File: src/rtl/offnariscv_pkg.sv
// Shared types for the PC generator: PC stream payload, PC step and FSM states.
package offnariscv_pkg;

  localparam int XLEN    = 32;
  localparam int PC_STEP = 4;

  typedef struct packed {
    logic [XLEN-1:0] pc;
  } pcgif_tdata_t;

  typedef enum logic [1:0] {
    BOOT   = 2'd0,
    RUN    = 2'd1,
    FLUSH  = 2'd2,
    HALTED = 2'd3
  } pc_gen_state_e;

endpackage

File: src/rtl/axis_if.sv
// Minimal AXI-Stream handshake interface (tvalid/tready/tdata).
interface axis_if #(
  parameter int W = 32
);
  logic         tvalid;
  logic         tready;
  logic [W-1:0] tdata;

  modport m (output tvalid, output tdata, input tready);
  modport s (input tvalid, input tdata, output tready);
endinterface

File: src/rtl/pc_gen.sv
// Program counter generator feeding the fetch unit over AXI-Stream.
// Optional target alignment check/force enabled by PC_GEN_ALIGN_CHECK_EN.
//
// state  | meaning
// BOOT   | first cycle after reset, no offer
// RUN    | offering pc_q, +4 on each ack
// FLUSH  | invalidate pulse, redirect target loaded into pc_q
// HALTED | halt requested, no offer, pc_q frozen
module pc_gen
  import offnariscv_pkg::*;
#(
  parameter int                XLEN_P       = XLEN,
  parameter logic [XLEN_P-1:0] RESET_VECTOR = '0
) (
  input  logic              clk,
  input  logic              rst,
  axis_if.m                 pcgif_axis_if,
  input  logic              trap_redirect_valid,
  input  logic [XLEN_P-1:0] trap_redirect_pc,
  input  logic              br_redirect_valid,
  input  logic [XLEN_P-1:0] br_redirect_pc,
  input  logic              halt,
  output logic              invalidate
`ifdef PC_GEN_ALIGN_CHECK_EN
  ,
  output logic              misalign
`endif
);

  pc_gen_state_e     state_q, state_d;
  logic [XLEN_P-1:0] pc_q, pc_d;
  logic              invalidate_q, invalidate_d;
  logic              redir;
  logic [XLEN_P-1:0] raw_target;
  logic [XLEN_P-1:0] target;
  logic              offer;
  logic              ack;

`ifdef PC_GEN_ALIGN_CHECK_EN
  logic misalign_q, misalign_d;
`endif

  always_ff @(posedge clk) begin
    if (rst) begin
      state_q      <= BOOT;
      pc_q         <= RESET_VECTOR;
      invalidate_q <= 1'b0;
`ifdef PC_GEN_ALIGN_CHECK_EN
      misalign_q   <= 1'b0;
`endif
    end else begin
      state_q      <= state_d;
      pc_q         <= pc_d;
      invalidate_q <= invalidate_d;
`ifdef PC_GEN_ALIGN_CHECK_EN
      misalign_q   <= misalign_d;
`endif
    end
  end

  // Trap wins over branch; the losing request is dropped, not queued.
  always_comb begin
    redir      = trap_redirect_valid | br_redirect_valid;
    raw_target = trap_redirect_valid ? trap_redirect_pc : br_redirect_pc;
`ifdef PC_GEN_ALIGN_CHECK_EN
    target     = {raw_target[XLEN_P-1:2], 2'b00};
`else
    target     = raw_target;
`endif
  end

  always_comb begin
    offer        = (state_q == RUN);
    ack          = offer & pcgif_axis_if.tready;
    state_d      = state_q;
    pc_d         = pc_q;
    invalidate_d = 1'b0;
`ifdef PC_GEN_ALIGN_CHECK_EN
    misalign_d   = 1'b0;
`endif
    if (redir) begin
      // A same-cycle ack of the old PC is discarded along with it.
      state_d      = FLUSH;
      pc_d         = target;
      invalidate_d = 1'b1;
`ifdef PC_GEN_ALIGN_CHECK_EN
      misalign_d   = |raw_target[1:0];
`endif
    end else begin
      unique case (state_q)
        BOOT:  state_d = RUN;
        RUN: begin
          if (ack) begin
            pc_d = pc_q + XLEN_P'(PC_STEP);
            if (halt) state_d = HALTED;
          end
        end
        FLUSH:  state_d = halt ? HALTED : RUN;
        HALTED: if (!halt) state_d = RUN;
        default: state_d = BOOT;
      endcase
    end
  end

  always_comb begin
    pcgif_axis_if.tvalid = (state_q == RUN);
    pcgif_axis_if.tdata  = pcgif_tdata_t'{pc: XLEN'(pc_q)};
    invalidate           = invalidate_q;
`ifdef PC_GEN_ALIGN_CHECK_EN
    misalign             = misalign_q;
`endif
  end

endmodule

File: src/flat_wrapper.sv
// flat-port wrapper written by rule: the top's interface ports become plain ports
module pc_gen_flat import offnariscv_pkg::*;
#(
  parameter int                XLEN_P       = XLEN,
  parameter logic [XLEN_P-1:0] RESET_VECTOR = '0
)
  (clk, rst, trap_redirect_valid, trap_redirect_pc, br_redirect_valid, br_redirect_pc, halt, invalidate, pcgif_axis_if_tvalid, pcgif_axis_if_tdata, pcgif_axis_if_tready);
  axis_if #(.W($bits(pcgif_tdata_t))) pcgif_axis_if_i ();
  input  logic clk;
  input  logic rst;
  input  logic trap_redirect_valid;
  input  logic [XLEN_P-1:0] trap_redirect_pc;
  input  logic br_redirect_valid;
  input  logic [XLEN_P-1:0] br_redirect_pc;
  input  logic halt;
  output logic invalidate;
  output wire logic [$bits(pcgif_axis_if_i.tvalid)-1:0] pcgif_axis_if_tvalid;
  output wire logic [$bits(pcgif_axis_if_i.tdata)-1:0] pcgif_axis_if_tdata;
  input wire logic [$bits(pcgif_axis_if_i.tready)-1:0] pcgif_axis_if_tready;
  assign pcgif_axis_if_tvalid = pcgif_axis_if_i.tvalid;
  assign pcgif_axis_if_tdata = pcgif_axis_if_i.tdata;
  assign pcgif_axis_if_i.tready = pcgif_axis_if_tready;
  pc_gen #(.XLEN_P(XLEN_P), .RESET_VECTOR(RESET_VECTOR)) u_core (.clk(clk), .rst(rst), .pcgif_axis_if(pcgif_axis_if_i), .trap_redirect_valid(trap_redirect_valid), .trap_redirect_pc(trap_redirect_pc), .br_redirect_valid(br_redirect_valid), .br_redirect_pc(br_redirect_pc), .halt(halt), .invalidate(invalidate));
endmodule
File: config.mk
export PLATFORM = sky130hd
export DESIGN_NAME = pc_gen_flat
export DESIGN_NICKNAME = d
export VERILOG_FILES = /design/src/rtl/offnariscv_pkg.sv /design/src/rtl/axis_if.sv /design/src/rtl/pc_gen.sv /design/src/flat_wrapper.sv
export SDC_FILE = /design/constraint.sdc
export NUM_CORES = 1
export LEC_CHECK = 0
export BUFFER_PORTS_ARGS = -buffer_cell sky130_fd_sc_hd__buf_2
export CORE_MARGIN = 3
export CORE_UTILIZATION = 49
export CTS_BUF_LIST = sky130_fd_sc_hd__clkbuf_16
export DETAILED_ROUTE_END_ITERATION = 10
export GPL_TIMING_DRIVEN = 0
export PLACE_DENSITY = 0.85
export SLEW_MARGIN = 20
export SYNTH_ARGS = -nofsm -noshare
export SYNTH_HDL_FRONTEND = slang
export SYNTH_SLANG_ARGS = --single-unit
File: constraint.sdc
create_clock -name clk -period 2.8 [get_ports clk]
set_input_delay 0.56 -clock clk [delete_from_list [all_inputs] [get_ports clk]]
set_output_delay 0.56 -clock clk [all_outputs]
set_load 0.1 [all_outputs]
### After elaboration in Yosys (flattened, before gate mapping)

Index checks and enable logic that the tools add are counted.

* flip-flop bits (word level): 35
* latch bits: 0
* memory bits (writable): 0
* memory bits (read-only): 0
* input port bits: 70
* output and inout bits: 34
* logic and storage cells: 34
* memories kept: 0

* $add $sub $neg: 1
* multiply operators: 0
* divide/modulo/power cells: 0
* order comparisons: 0
* equal/unequal tests: 9
* shift operators: 0
* mux-type cells: 11
* bitwise gates (word level): 2
* reduce and logical (&&, ||, !) cells: 7

Operators by type and width (count)
* $mux 32: 4
* $add 32x3->32 const B: 1
* $mux 2: 5
* $pmux 2 s4: 1
* $ne 3x2->1 const B: 2
* $reduce_and 3->1: 2
* $eq 2x2->1 const B: 2
* $ne 2x2->1 const B: 2
* $reduce_bool 2->1: 2
* $ne 3x1->1 const B: 1
* $eq 2x1->1 const B: 1
* $logic_not 2->1: 1
* $ne 2x1->1 const B: 1
* $reduce_and 2->1: 1
* $reduce_or 2->1: 1
* $and 1x1->1: 1
* $mux 1: 1
* $or 1x1->1: 1

### Longest topological paths before layout

* word-level depth: 5
* gate-level depth with buffers: 8
* gate-level depth less buffers: 7

### Least setup slack after synthesis

OpenSTA, ideal clock, no wires.

* path kind: register -> register
* start: register u_core.pc_q[2] (netlist: u_core.pcgif_axis_if.tdata[2])
* end: register u_core.pc_q[28] (netlist: u_core.pcgif_axis_if.tdata[28])
* library setup time: 62 ps
* arrival: 2828 ps
* data required time: 2738 ps
* slack: -90 ps
* cell stages (with the launch flop): 8
* path buffers: 1
* period minus slack after synthesis: 2890 ps
* cell sequence: dfxtp_1 ha_1 nand4_2 or3_1 clkbuf_1 or4_1 a21oi_1 o221a_1

* word-level cells in the longest chain between the ends: 4

Ends and longest elaborated chain
* start, declared: line pc_gen.sv:31 `logic [XLEN_P-1:0] pc_q, pc_d;`
* start signal, assigned: line pc_gen.sv:53 `pc_q <= pc_d;`
* $add 32x3->32: line pc_gen.sv:94 `pc_d = pc_q + XLEN_P'(PC_STEP);`
* $mux 32: line pc_gen.sv:93 `if (ack) begin`
* $mux 32: line pc_gen.sv:90 `unique case (state_q)`
* $mux 32: line pc_gen.sv:81 `if (redir) begin`

Every way passes these cells. The select of a mux whose other input is x is not followed.
A chain may end at the register's enable or synchronous reset.

### Worst setup path in the final report

Ends and elaborated chain as after synthesis.

==> impl_metrics.yaml <==
routing:
  totalWireLength_um: 8920
  antenna_left: 0
  dr.first_iter.drc_count: 295
  avgViaCountPerCell: 6.23
  routedWlPerCell_um: 17.3
  drtPass1Iterations: 5
  num_vias: 3213
  drcViolationCount: 0
layout:
  fin_nets: 522
  antenna_cells: 0
  final_common_cell: "buf_2"
  finalNonFillerCells: 516
  drive_above_1_share_pct: 27.4
  syn2layout_area_growth_pct: 29.5
  layout_common_cells: "103 x buf_2, 37 x nand2_1, 34 x a21oi_1"
die:
  num_rows: 25
  die_w_um: 77.2
  initial_core_util_pct: 51.6
  dieArea_mm2: 0.00596
  core_area_mm2: 0.00482
  die_h_um: 77.2
  io_pins: 104
clock_network:
  cts_buffers: 5
  post_cts.repair.setup_buffers: 0
  cts_max_path_buffers: 2
  cts-root-buf: "clkbuf_16"
  cts.clk_slew.worst_paths_ns: 0.06
  cts-htree-levels: 2
  hold_buffers: 0
  clkLatencyLatePin_ns: 0.28
  cts.sinks: 35
  ctsResizeCount: 0
  tritoncts: "done"
synth:
  synth_edf_count: 0
  ys.flop_type: "dfxtp_1"
  synth_area_mm2: 0.00249
  netlist_top_cells_area: "dfxtp_1 28%, a21oi_1 6.8%, nand2_1 5.6%"
  synth_top_area_share_pct: 28.2
  synth_cell_type_count: 56
  ys_async_sr_fraction_pct: 0
  post_synth.cell_area_avg_um2: 7.33
  synth_seq_cells: 35
  syn-num-nets: 413
  syn_inst: 339
  synth_warnings: 0
  ys_seq_area_share_pct: 28.2
  synth_top_cell_by_area: "dfxtp_1"
pwr:
  p_switching_uw: 626
  switching_share_pct: 38.9
  pwr-share-clk_pct: 33.2
  leakagePower_uw: 0.00139
  power_density_mw_per_mm2: 499
  pwr-share-seq_pct: 35.6
  p_int_uw: 982
  combPwrFrac_pct: 31.2
  irDropWorstVdd_mv: 0.301
grt:
  grt_max_degree: 11
  grt_pass1_vias: 3080
  antenna_found_initial: 0
  overflow: 0
  grt_pass1_wl_um: 14500
  grt_use_total_pct: 30.1
worst_hold_path:
  hp-start: "trap_redirect_pc[1]"
  min_to: "u_core.pcgif_axis_if.tdata[1]$_SDFFE_PP0P_"
  whs_path_depth: 3
  hold_class: "primary input to flip-flop"
timing:
  slew_headroom_pct: 39.7
  fin_crit_sh_pct: 85.3
  finalSetupTns_ns: 0
  setup_viol: 0
  min_period_ns: 2.39
  hold_viol_final: 0
  clock-skew-final_ns: 0.00341
  slew_viol_final: 0
  worstMarginPinSlew_ns: 0.897
  fmax_mhz: 419
  rsz0062_at_grt: "no"
placed_design:
  place_congestion: 0.907
  dp_cells: 508
  dp_hpwl_um: 6630
  numPortBuffers: 102
worst_setup_path:
  crit_path_start_kind: "flip-flop"
  critPathLaunch: "u_core.pcgif_axis_if.tdata[2]$_SDFFE_PP0P_"
  cp.required_ns: 3.02
  r2r_cells: 7
  critPathCaptureType: "flip-flop"
  critPathMaxFanout: 8
  reg2reg_to: "u_core.pcgif_axis_if.tdata[28]$_SDFFE_PP0P_"
  crit_type: "flip-flop to flip-flop"
  r2r_setup_slack_ns: 0.41
  reg2reg_from: "u_core.pcgif_axis_if.tdata[2]$_SDFFE_PP0P_"
  crit_arrival_ns: 2.61
run_status:
  outcome: "finished, final reports clean"
run:
  max_cap_violations: 0
==> stage by stage <==
step / hold WS (ns) / total power [uW] / util [%] / setup WS [ns] / cell area [um2]
after floorplan: 0.495 / 945 / - / 0.0618 / 2490
after global placement: 0.503 / 1070 / 64.0 / 0.230 / 3080
after detailed placement: 0.516 / 1080 / 64.0 / 0.222 / 3080
after CTS: 0.519 / 1600 / 66.9 / 0.444 / 3220
after global routing: 0.544 / 1660 / 66.9 / 0.238 / 3220
final: 0.514 / 1610 / 66.9 / 0.412 / 3220
==> cell usage after synthesis (all sizes together) (6+ instances only) <==
library cell  count
a21oi            34
xnor2             6
a31oi             8
a211oi            6
clkbuf           17
inv              10
and3              6
nor4             11
nor2             26
nand2            37
nor3             17
dfxtp            35
mux2i             7
nand3            15
o21ai            25
and2              7
nand4             8
==> worst max-delay path: stages (launching register included) <==
cell      delay [ns]
dfxtp_2         0.40
ha_1            0.26
nand4_2         0.24
or3_1           0.41
clkbuf_1        0.18
or4_1           0.43
a21oi_1         0.20
o221a_1         0.21
==> flip-flops by register name (all words and copies together) (netlist names) <==
signal                      cells
u_core.invalidate               1
u_core.pcgif_axis_if.tdata     32
u_core.state_q                  2
==> area by class of cell <==
| cell class | instances | area, um2 |
|---|---|---|
| well taps | 67 | 83.8 |
| multi-input cells | 271 | 1650 |
| clock inverters | 3 | 12.5 |
| inverters | 11 | 41.3 |
| repair buffers | 102 | 510 |
| flip-flops and latches | 35 | 703 |
| clock buffers | 5 | 125 |
| plain buffers | 22 | 91.3 |
| fillers | 449 | 1600 |
==> logic make-up after synthesis <==
kind of cell    after synthesis  share of synthesized area (%)
flops                        35                           28.2
mux                           7                           2.82
buf+inv                      33                           5.33
fa+ha+maj                     4                           2.01
xor+xnor                      9                           3.17
simple gates                140                           29.9
compound gates              111                           28.5
==> power groups by stage <==
stage	sequential (uW)	clock, uW	combinational, uW
after floorplan	789	0	156
after global placement	581	0	485
after detailed placement	582	0	495
after CTS	572	532	497
after global routing	578	552	533
final	573	534	501
==> worst max path at each step <==
| stage | cells after the start | endpoint |
|---|---|---|
| 2_1_floorplan | 6 | u_core.pcgif_axis_if.tdata[29]$_SDFFE_PP0P_ |
| 3_3_place_gp | 6 | u_core.pcgif_axis_if.tdata[27]$_SDFFE_PP0P_ |
| 3_5_place_dp | 6 | u_core.pcgif_axis_if.tdata[27]$_SDFFE_PP0P_ |
| 4_1_cts | 7 | u_core.pcgif_axis_if.tdata[28]$_SDFFE_PP0P_ |
| 5_1_grt | 5 | u_core.pcgif_axis_if.tdata[25]$_SDFFE_PP0P_ |
| 6_report | 7 | u_core.pcgif_axis_if.tdata[28]$_SDFFE_PP0P_ |
==> per-layer routing <==
metal,track usage (%),routed length [um]
met5,0,0
met4,15.3,351
met3,6.34,940
met2,47.8,4100
met1,38.1,3530
Power figures use the tool's default switching activity.
